`src/rtl/decode_stage_pkg.sv`:
```
// Shared opcode/funct constants, FSM state type and default widths for the decode stage.
package decode_stage_pkg;

    localparam int DEF_XLEN   = 32;
    localparam int DEF_REG_AW = 5;

    localparam logic [6:0] OPCODE_OP     = 7'b0110011;
    localparam logic [6:0] OPCODE_OP_IMM = 7'b0010011;

    localparam logic [2:0] FUNCT3_ADD_SUB = 3'b000;
    localparam logic [2:0] FUNCT3_SLL     = 3'b001;
    localparam logic [2:0] FUNCT3_SRL_SRA = 3'b101;

    localparam logic [6:0] FUNCT7_ZERO = 7'b0000000;
    localparam logic [6:0] FUNCT7_ALT  = 7'b0100000;

    typedef enum logic {
        ST_RUN   = 1'b0,
        ST_STALL = 1'b1
    } state_t;

endpackage

```
`src/rtl/decode_stage_reg_file.sv`:
```
// 2-read/1-write register file; x0 reads zero, and a same-cycle writeback is bypassed to the readers.
module decode_stage_reg_file #(
    parameter int XLEN   = 32,
    parameter int REG_AW = 5
) (
    input  logic              clk,
    input  logic              rst,
    input  logic [REG_AW-1:0] rd_addr_a,
    output logic [XLEN-1:0]   rd_data_a,
    input  logic [REG_AW-1:0] rd_addr_b,
    output logic [XLEN-1:0]   rd_data_b,
    input  logic              wr_en,
    input  logic [REG_AW-1:0] wr_addr,
    input  logic [XLEN-1:0]   wr_data
);

    localparam int DEPTH = 2 ** REG_AW;

    logic [XLEN-1:0] mem [DEPTH];

    always_ff @(posedge clk or posedge rst) begin
        if (rst) begin
            for (int i = 0; i < DEPTH; i++) begin
                mem[i] <= '0;
            end
        end else if (wr_en && (wr_addr != '0)) begin
            mem[wr_addr] <= wr_data;
        end
    end

    always_comb begin
        rd_data_a = mem[rd_addr_a];
        if (rd_addr_a == '0) begin
            rd_data_a = '0;
        end else if (wr_en && (wr_addr == rd_addr_a)) begin
            rd_data_a = wr_data;
        end
    end

    always_comb begin
        rd_data_b = mem[rd_addr_b];
        if (rd_addr_b == '0) begin
            rd_data_b = '0;
        end else if (wr_en && (wr_addr == rd_addr_b)) begin
            rd_data_b = wr_data;
        end
    end

endmodule

```
`src/rtl/decode_stage.sv`:
```
// Decode/operand-fetch for RV32I OP and OP-IMM: scoreboarded RAW stall, registered issue to the ALU.
//   state    | meaning
//   ST_RUN   | no word is being held back
//   ST_STALL | a valid word is waiting on a pending source register
module decode_stage
    import decode_stage_pkg::*;
#(
    parameter int XLEN   = DEF_XLEN,
    parameter int REG_AW = DEF_REG_AW
) (
    input  logic              clk,
    input  logic              rst,
    input  logic              instr_valid,
    input  logic [31:0]       instr,
    output logic              instr_ready,
    input  logic              wb_en,
    input  logic [REG_AW-1:0] wb_rd,
    input  logic [XLEN-1:0]   wb_data,
    output logic              alu_valid,
    output logic [XLEN-1:0]   alu_x,
    output logic [XLEN-1:0]   alu_y,
    output logic [2:0]        alu_funct3,
    output logic [6:0]        alu_funct7,
    output logic              alu_sel,
    output logic [REG_AW-1:0] alu_rd,
    output logic              illegal_instr
);

    localparam int NREG = 2 ** REG_AW;

    logic [6:0]        opcode;
    logic [2:0]        funct3;
    logic [6:0]        funct7;
    logic [REG_AW-1:0] rs1;
    logic [REG_AW-1:0] rs2;
    logic [REG_AW-1:0] rd;

    assign opcode = instr[6:0];
    assign rd     = instr[7 +: REG_AW];
    assign funct3 = instr[14:12];
    assign rs1    = instr[15 +: REG_AW];
    assign rs2    = instr[20 +: REG_AW];
    assign funct7 = instr[31:25];

    logic            legal;
    logic            is_op;
    logic [6:0]      funct7_issue;
    logic [XLEN-1:0] imm;

    always_comb begin
        legal        = 1'b0;
        is_op        = 1'b0;
        funct7_issue = FUNCT7_ZERO;
        imm          = {{(XLEN-12){instr[31]}}, instr[31:20]};
        case (opcode)
            OPCODE_OP: begin
                is_op        = 1'b1;
                funct7_issue = funct7;
                legal        = (funct7 == FUNCT7_ZERO) ||
                               ((funct7 == FUNCT7_ALT) &&
                                ((funct3 == FUNCT3_ADD_SUB) || (funct3 == FUNCT3_SRL_SRA)));
            end
            OPCODE_OP_IMM: begin
                if ((funct3 == FUNCT3_SLL) || (funct3 == FUNCT3_SRL_SRA)) begin
                    // Shifts carry a 5-bit shamt; the upper bits are the funct7 selector.
                    imm          = {{(XLEN-5){1'b0}}, instr[24:20]};
                    funct7_issue = funct7;
                    legal        = (funct7 == FUNCT7_ZERO) ||
                                   ((funct3 == FUNCT3_SRL_SRA) && (funct7 == FUNCT7_ALT));
                end else begin
                    legal = 1'b1;
                end
            end
            default: legal = 1'b0;
        endcase
    end

    logic [XLEN-1:0] rs1_data;
    logic [XLEN-1:0] rs2_data;

    decode_stage_reg_file #(
        .XLEN   (XLEN),
        .REG_AW (REG_AW)
    ) u_reg_file (
        .clk       (clk),
        .rst       (rst),
        .rd_addr_a (rs1),
        .rd_data_a (rs1_data),
        .rd_addr_b (rs2),
        .rd_data_b (rs2_data),
        .wr_en     (wb_en),
        .wr_addr   (wb_rd),
        .wr_data   (wb_data)
    );

    logic [NREG-1:0] pend;
    logic [NREG-1:0] pend_next;
    logic            dep1;
    logic            dep2;
    logic            hazard;
    logic            accept;
    logic            issue;

    // A source being written back this cycle is served by the bypass, so it does not stall.
    assign dep1   = (rs1 != '0) && pend[rs1] && !(wb_en && (wb_rd == rs1));
    assign dep2   = is_op && (rs2 != '0) && pend[rs2] && !(wb_en && (wb_rd == rs2));
    assign hazard = legal && (dep1 || dep2);

    assign instr_ready = !(instr_valid && hazard);
    assign accept      = instr_valid && instr_ready;
    assign issue       = accept && legal;

    always_comb begin
        pend_next = pend;
        if (wb_en) begin
            pend_next[wb_rd] = 1'b0;
        end
        if (issue && (rd != '0)) begin
            pend_next[rd] = 1'b1;
        end
        pend_next[0] = 1'b0;
    end

    always_ff @(posedge clk or posedge rst) begin
        if (rst) begin
            pend <= '0;
        end else begin
            pend <= pend_next;
        end
    end

    state_t state;
    state_t state_next;

    always_ff @(posedge clk or posedge rst) begin
        if (rst) begin
            state <= ST_RUN;
        end else begin
            state <= state_next;
        end
    end

    always_comb begin
        state_next = state;
        case (state)
            ST_RUN:   if (instr_valid && hazard) state_next = ST_STALL;
            ST_STALL: if (!instr_valid || !hazard) state_next = ST_RUN;
            default:  state_next = ST_RUN;
        endcase
    end

    always_ff @(posedge clk or posedge rst) begin
        if (rst) begin
            alu_valid     <= 1'b0;
            illegal_instr <= 1'b0;
            alu_x         <= '0;
            alu_y         <= '0;
            alu_funct3    <= '0;
            alu_funct7    <= '0;
            alu_sel       <= 1'b0;
            alu_rd        <= '0;
        end else begin
            alu_valid     <= issue;
            illegal_instr <= accept && !legal;
            if (issue) begin
                alu_x      <= rs1_data;
                alu_y      <= is_op ? rs2_data : imm;
                alu_funct3 <= funct3;
                alu_funct7 <= funct7_issue;
                alu_sel    <= !is_op;
                alu_rd     <= rd;
            end
        end
    end

endmodule

```
`config.mk`:
```
export PLATFORM = sky130hd
export DESIGN_NAME = decode_stage
export DESIGN_NICKNAME = d
export VERILOG_FILES = /design/src/rtl/decode_stage_pkg.sv /design/src/rtl/decode_stage_reg_file.sv /design/src/rtl/decode_stage.sv
export SDC_FILE = /design/constraint.sdc
export NUM_CORES = 2
export LEC_CHECK = 0
export BUFFER_PORTS_ARGS = -buffer_cell sky130_fd_sc_hd__buf_2
export CAP_MARGIN = 15
export CORE_UTILIZATION = 35
export CTS_BUF_LIST = sky130_fd_sc_hd__clkbuf_16
export DETAILED_ROUTE_END_ITERATION = 10
export GPL_TIMING_DRIVEN = 0
export PLACE_DENSITY = 0.47
export SLEW_MARGIN = 20
export SYNTH_ARGS = -nofsm -noshare
export SYNTH_HDL_FRONTEND = slang
export SYNTH_SLANG_ARGS = --single-unit
```
`constraint.sdc`:
```
create_clock -name clk -period 96.5 [get_ports clk]
set_input_delay 9.65 -clock clk [delete_from_list [all_inputs] [get_ports clk]]
set_output_delay 9.65 -clock clk [all_outputs]
set_load 0.05 [all_outputs]
```
## Yosys cells after proc, flatten, opt, wreduce, memory -nomap -nowiden

Cells that the tools add are included.

- Flip-flop bits (word level): 1137
- Input bits: 73
- Output and inout port bits: 83
- Logic and storage cells: 132

- $lt $le $gt $ge: 10
- Eq/ne operators: 7
- Mux-type cells: 31
- Bitwise operators: 6
- Reduce and logical (&&, ||, !) cells: 37

Operators by type and width:

| operator | number |
|---|---|
| $bwmux W1024 | 1 |
| $mux W32 | 14 |
| $bmux W32 S5 | 2 |
| $demux W32 S5 | 1 |
| $and A32 B32 Y32 | 1 |
| $not A32 Y32 | 1 |
| $or A32 B32 Y32 | 1 |
| $lt A5 B6 Y1 const B | 4 |
| $reduce_bool A5 Y1 | 4 |
| $logic_and A1 B1 Y1 | 19 |
| $ge A6 B6 Y1 const B | 3 |
| $not A5 Y6 | 3 |
| $eq A7 B6 Y1 const B | 2 |
| $pmux W7 S2 | 1 |
| $bmux W1 S5 | 2 |
| $demux W1 S5 | 2 |
| $eq A5 B5 Y1 | 2 |
| $ge A5 B1 Y1 const B | 2 |
| $logic_not A5 Y1 | 2 |
| $eq A7 B5 Y1 const B | 1 |
| $logic_not A7 Y1 | 1 |
| $mux W7 | 1 |
| $lt A6 B1 Y1 const B | 1 |
| $mux W1 | 6 |
| 6 further kinds | 14 |

## Depth between registers and ports, before layout

- Word-level depth: 13
- Mapped depth: 12
- Gate-level depth less buffers: 6

## Cells and area by module

A second synthesis with hierarchy kept.

- Cell total of the unflattened synthesis: 4356
- Area total of the unflattened synthesis: 61026.0 µm²

By module, submodules not included:

| module | times used | cells an instance | area each (µm²) | sequential area each (µm²) |
|---|---|---|---|---|
| decode_stage_reg_file | 1 | 3859 | 55253.0 | 25624.6 |
| decode_stage | 1 | 497 | 5773.0 | 2827.7 |

## Worst setup path after synthesis

Ideal clock, no wire load.

- Kind: input-to-output
- Start point: in instr[3]
- End point: out instr_ready
- Arrival time: 11.218 ns
- Data required time: 86.850 ns
- Path slack: 75.632 ns
- Cell stages on the path: 6
- Buffers on the path: 0
- Cells stage by stage: or4b_4 a2111oi_4 o21ai_2 nand4b_4 nand2_1 nand2_1

- Cells in the longest elaborated chain, start to end: 9
- Elaborated cells between the ends (all ways): 11
- Classes of those cells: eq/ne: 2; mux: 2; reduce/logical: 7

Ends and longest elaborated chain:

| item | line | text |
|---|---|---|
| start: declaration | decode_stage.sv:14 | `input logic [31:0] instr,` |
| $eq A7 B6 Y1 | decode_stage.sv:55 | `case (opcode)` |
| $mux W1 | decode_stage.sv:55 |  |
| $logic_and A1 B1 Y1 (3 in series) | decode_stage.sv:106 | `assign dep2 = is_op && (rs2 != '0) && pend[rs2] && !(wb_en && (wb_rd == rs2));` |
| $logic_or A1 B1 Y1 | decode_stage.sv:107 | `assign hazard = legal && (dep1 \|\| dep2);` |
| $logic_and A1 B1 Y1 * | decode_stage.sv:107 |  |
| $logic_and A1 B1 Y1 * | -- |  |
| $logic_not A1 Y1 * | decode_stage.sv:109 | `assign instr_ready = !(instr_valid && hazard);` |
| end: declaration | decode_stage.sv:15 | `output logic instr_ready,` |

Every way passes the cells marked *; elsewhere a longest branch is shown, timed or not.

## Worst setup path in the final report

- Start point: in instr[21]
- End point: out instr_ready

- Cells in the longest elaborated chain, start to end: 8
- Elaborated cells between the ends (all ways): 13
- Classes of those cells: eq/ne: 1; mux: 2; reduce/logical: 10

Ends and longest elaborated chain:

| item | line |
|---|---|
| $bmux W1 S5 (tied with other cells) | decode_stage.sv:106 |
| $mux W1 (not written as such) / $logic_and A1 B1 Y1 (equally long branches) | decode_stage.sv:106 |
| $logic_and A1 B1 Y1 / $logic_not A1 Y1 (equally long branches) | decode_stage.sv:106 |
| $logic_and A1 B1 Y1 * | decode_stage.sv:106 |
| $logic_or A1 B1 Y1 * | decode_stage.sv:107 |
| $logic_and A1 B1 Y1 * | decode_stage.sv:107 |
| $logic_and A1 B1 Y1 * | -- |
| $logic_not A1 Y1 * | decode_stage.sv:109 |

Every way passes the cells marked *; elsewhere a longest branch is shown, timed or not. The select of a mux whose other input is x is not followed.

==> reports/results.tsv <==
metric	value	unit
ios	156	
fin_crit	22.00	ns
status	complete, no violations	
worstSetupEndpointType	output port	
overflow	0	
synthSimpleGateAreaFrac	1.581	%
die_area	174400	um2
vias	42740	
hp-class	reg -> reg	
finalClockSkew	0.03140	ns
fp.dieH	417.6	um
synth_area_leaders	dfrtp_1, mux2_2, mux4_2	
fp-row-count	152	
max_clock_freq	45.45	MHz
syn_nets	4291	
cts_setup_buffers	0	
wirelength	266.9	mm
grt_start_max_net_pins	97	
synthAdderAreaFrac	0	%
drive_gt1_share	43.56	%
worst_slew_pin_slew	1.317	ns
syn-cell-area	60460	um2
cts_tree	done	
synth.largest_area_cell	dfrtp_1	
worst-r2r-setup-slack	93.80	ns
clock_sinks	1137	
vias_per_cell	6.159	
syn_inst	4218	
worstSetupPathType	in -> out	
wl_per_cell	38.47	um
cp.arrival	12.35	ns
p_per_area	20.40	nW/um2
yosys_warnings	0	
place_area	64740	um2
grt_pass1_wl	365.3	mm
seqCellArea	28450	um2
antenna_found_initial	15	
synth_cell_types	63	
finalPower	1.407	mW
postLayoutCoreUtil	40.20	%
slew_violations	0	
track_usage	30.51	%
critPathMaxFanout	10	
cts_resized	0	
first_pass_iters	5	
cts_buffers	139	
clkTransAtPathRegs	0.06	ns
clock_latency	0.80	ns
drc_errors	0	
design_area	68950	um2
peakVddDrop	0.01330	mV
synth_top_family_by_area	multiplexers	
max_slew_margin	12.18	%
grt_pass1_vias	43180	
final_nets	4595	
synth.most_common_cell	dfrtp_1	
synthArstFlopShare	100.0	%
first_iter_violations	4262	
start_util	35.24	%
synth_edf_count	0	
synth_top_area_share	47.06	%
synth_compound_area_share	7.276	%
finalSetupViolations	0	
gp_congestion	0.8778	
dp_hpwl	182.3	mm
required	86.85	ns
ys.flop_type	dfrtp_1	
rsz0062_at_grt	no	
coreArea	171500	um2
synth_common_cells	dfrtp_1, mux2_2, mux4_2, mux2i_1, clkbuf_1	
synth.area.mux_share	40.09	%
hold_ws	0.4828	ns
fp.dieW	417.6	um
maxCapViolCount	0	
hold_viol_final	0	
area_growth	14.05	%
multi_input_area	29720	um2
clock-root-buffer	clkbuf_16	
io_buffers	138	
setup_tns	0	ns
antenna_left	0	
nFillCells	16320	
synth_area_per_cell	14.33	um2
synth.ff_latch_count	1137	
synth_xor_xnor_area_share	0.1449	%
leakagePower	30.53	nW
finalCritPeriodShare	22.80	%
yosysSeqAreaShare	47.06	%
start_kind	input pin	
htree_levels	4	
cts.path.max_buffers	3	
postCtsHoldBufs	0	
-- power breakdown --
| part | switching, mW | internal [mW] | total [mW] |
|---|---|---|---|
| registers | 0.0605 | 0.560 | 0.620 |
| logic | 0.134 | 0.150 | 0.284 |
| clock network | 0.221 | 0.281 | 0.503 |
-- cell type report --
cell class | instances | area share, %
repair buffers | 163 | 1.780
inverters | 44 | 0.2504
flip-flops and latches | 1137 | 41.26
well taps | 2310 | 4.192
multi-input cells | 2571 | 43.10
clock inverters | 100 | 0.9290
clock buffers | 142 | 5.153
diodes | 6 | 0.02177
plain buffers | 466 | 3.311
-- layout by cell type (no fill, tap or decap), drive strengths merged, types with 6 or more instances in the layout --
cell type	n
a221oi	180
dfrtp	1137
a22oi	85
a2111oi	20
o22ai	15
mux4	394
nand3	16
clkbuf	420
o31ai	15
buf	351
mux2i	364
diode	6
o21ai	32
nand2	65
nor2	39
xnor2	10
a21oi	90
o21bai	75
nor3b	6
inv	82
nor3	10
clkinv	53
o41ai	8
bufinv	6
and2	9
mux2	1038
nor2b	7
a22o	14
nand2b	19
a221o	7
a211o	19
-- sequential cells by signal, indices dropped and copies added, names as in the netlist --
signal and count:
alu_funct3 3, alu_funct7 7, alu_rd 5, alu_sel 1
alu_valid 1, alu_x 32, alu_y 32, illegal_instr 1
pend 31, u_reg_file.mem 1024
-- path summary, 6_finish.rpt --
path,startpoint,end,cells after the start
setup / recovery,instr[21],instr_ready,9
hold / removal,u_reg_file.mem[1003]$_DFFE_PP0P_,u_reg_file.mem[1003]$_DFFE_PP0P_,1
setup reg to reg,pend[25]$_DFF_PP0_,alu_x[12]$_DFFE_PP0P_,7
hold reg to reg,u_reg_file.mem[1003]$_DFFE_PP0P_,u_reg_file.mem[1003]$_DFFE_PP0P_,1
max in group asynchronous,rst,u_reg_file.mem[121]$_DFFE_PP0P_,7
min in group asynchronous,rst,u_reg_file.mem[876]$_DFFE_PP0P_,2
-- cell families after synthesis --
group / Yosys count
xor gates and xnor gates: 10
muxes: 1796
AOI/OAI and AO/OA: 575
DFF: 1137
buffers and inverters: 510
and+or+nand+nor: 190
-- stage by stage --
stage,cells,setup WS [ns]
floorplan,4218,54.83
finish,6939,74.50
CTS,6933,74.62
detailed placement,6691,74.63
global placement,6666,38.72
global route,6935,74.52
-- layer usage --
layer | routed length (um) | global-route usage (%) | part of all wire [%]
met1 | 111000 | 40.07 | 42
met2 | 124100 | 48.39 | 46
met3 | 17160 | 5.603 | 6.4
met4 | 14640 | 15.10 | 5.5
met5 | 33 | 0 | 0.012
-- worst max-delay path, cell delays in order --
cell and delay [ns]:
buf_2 0.24, buf_6 0.27, xnor2_1 0.15, nand4_1 0.39, o21ai_2 0.89, nand4b_4 0.33
nand2_1 0.07, nand2_1 0.06, buf_2 0.27
(Power assumes the default switching activity.)
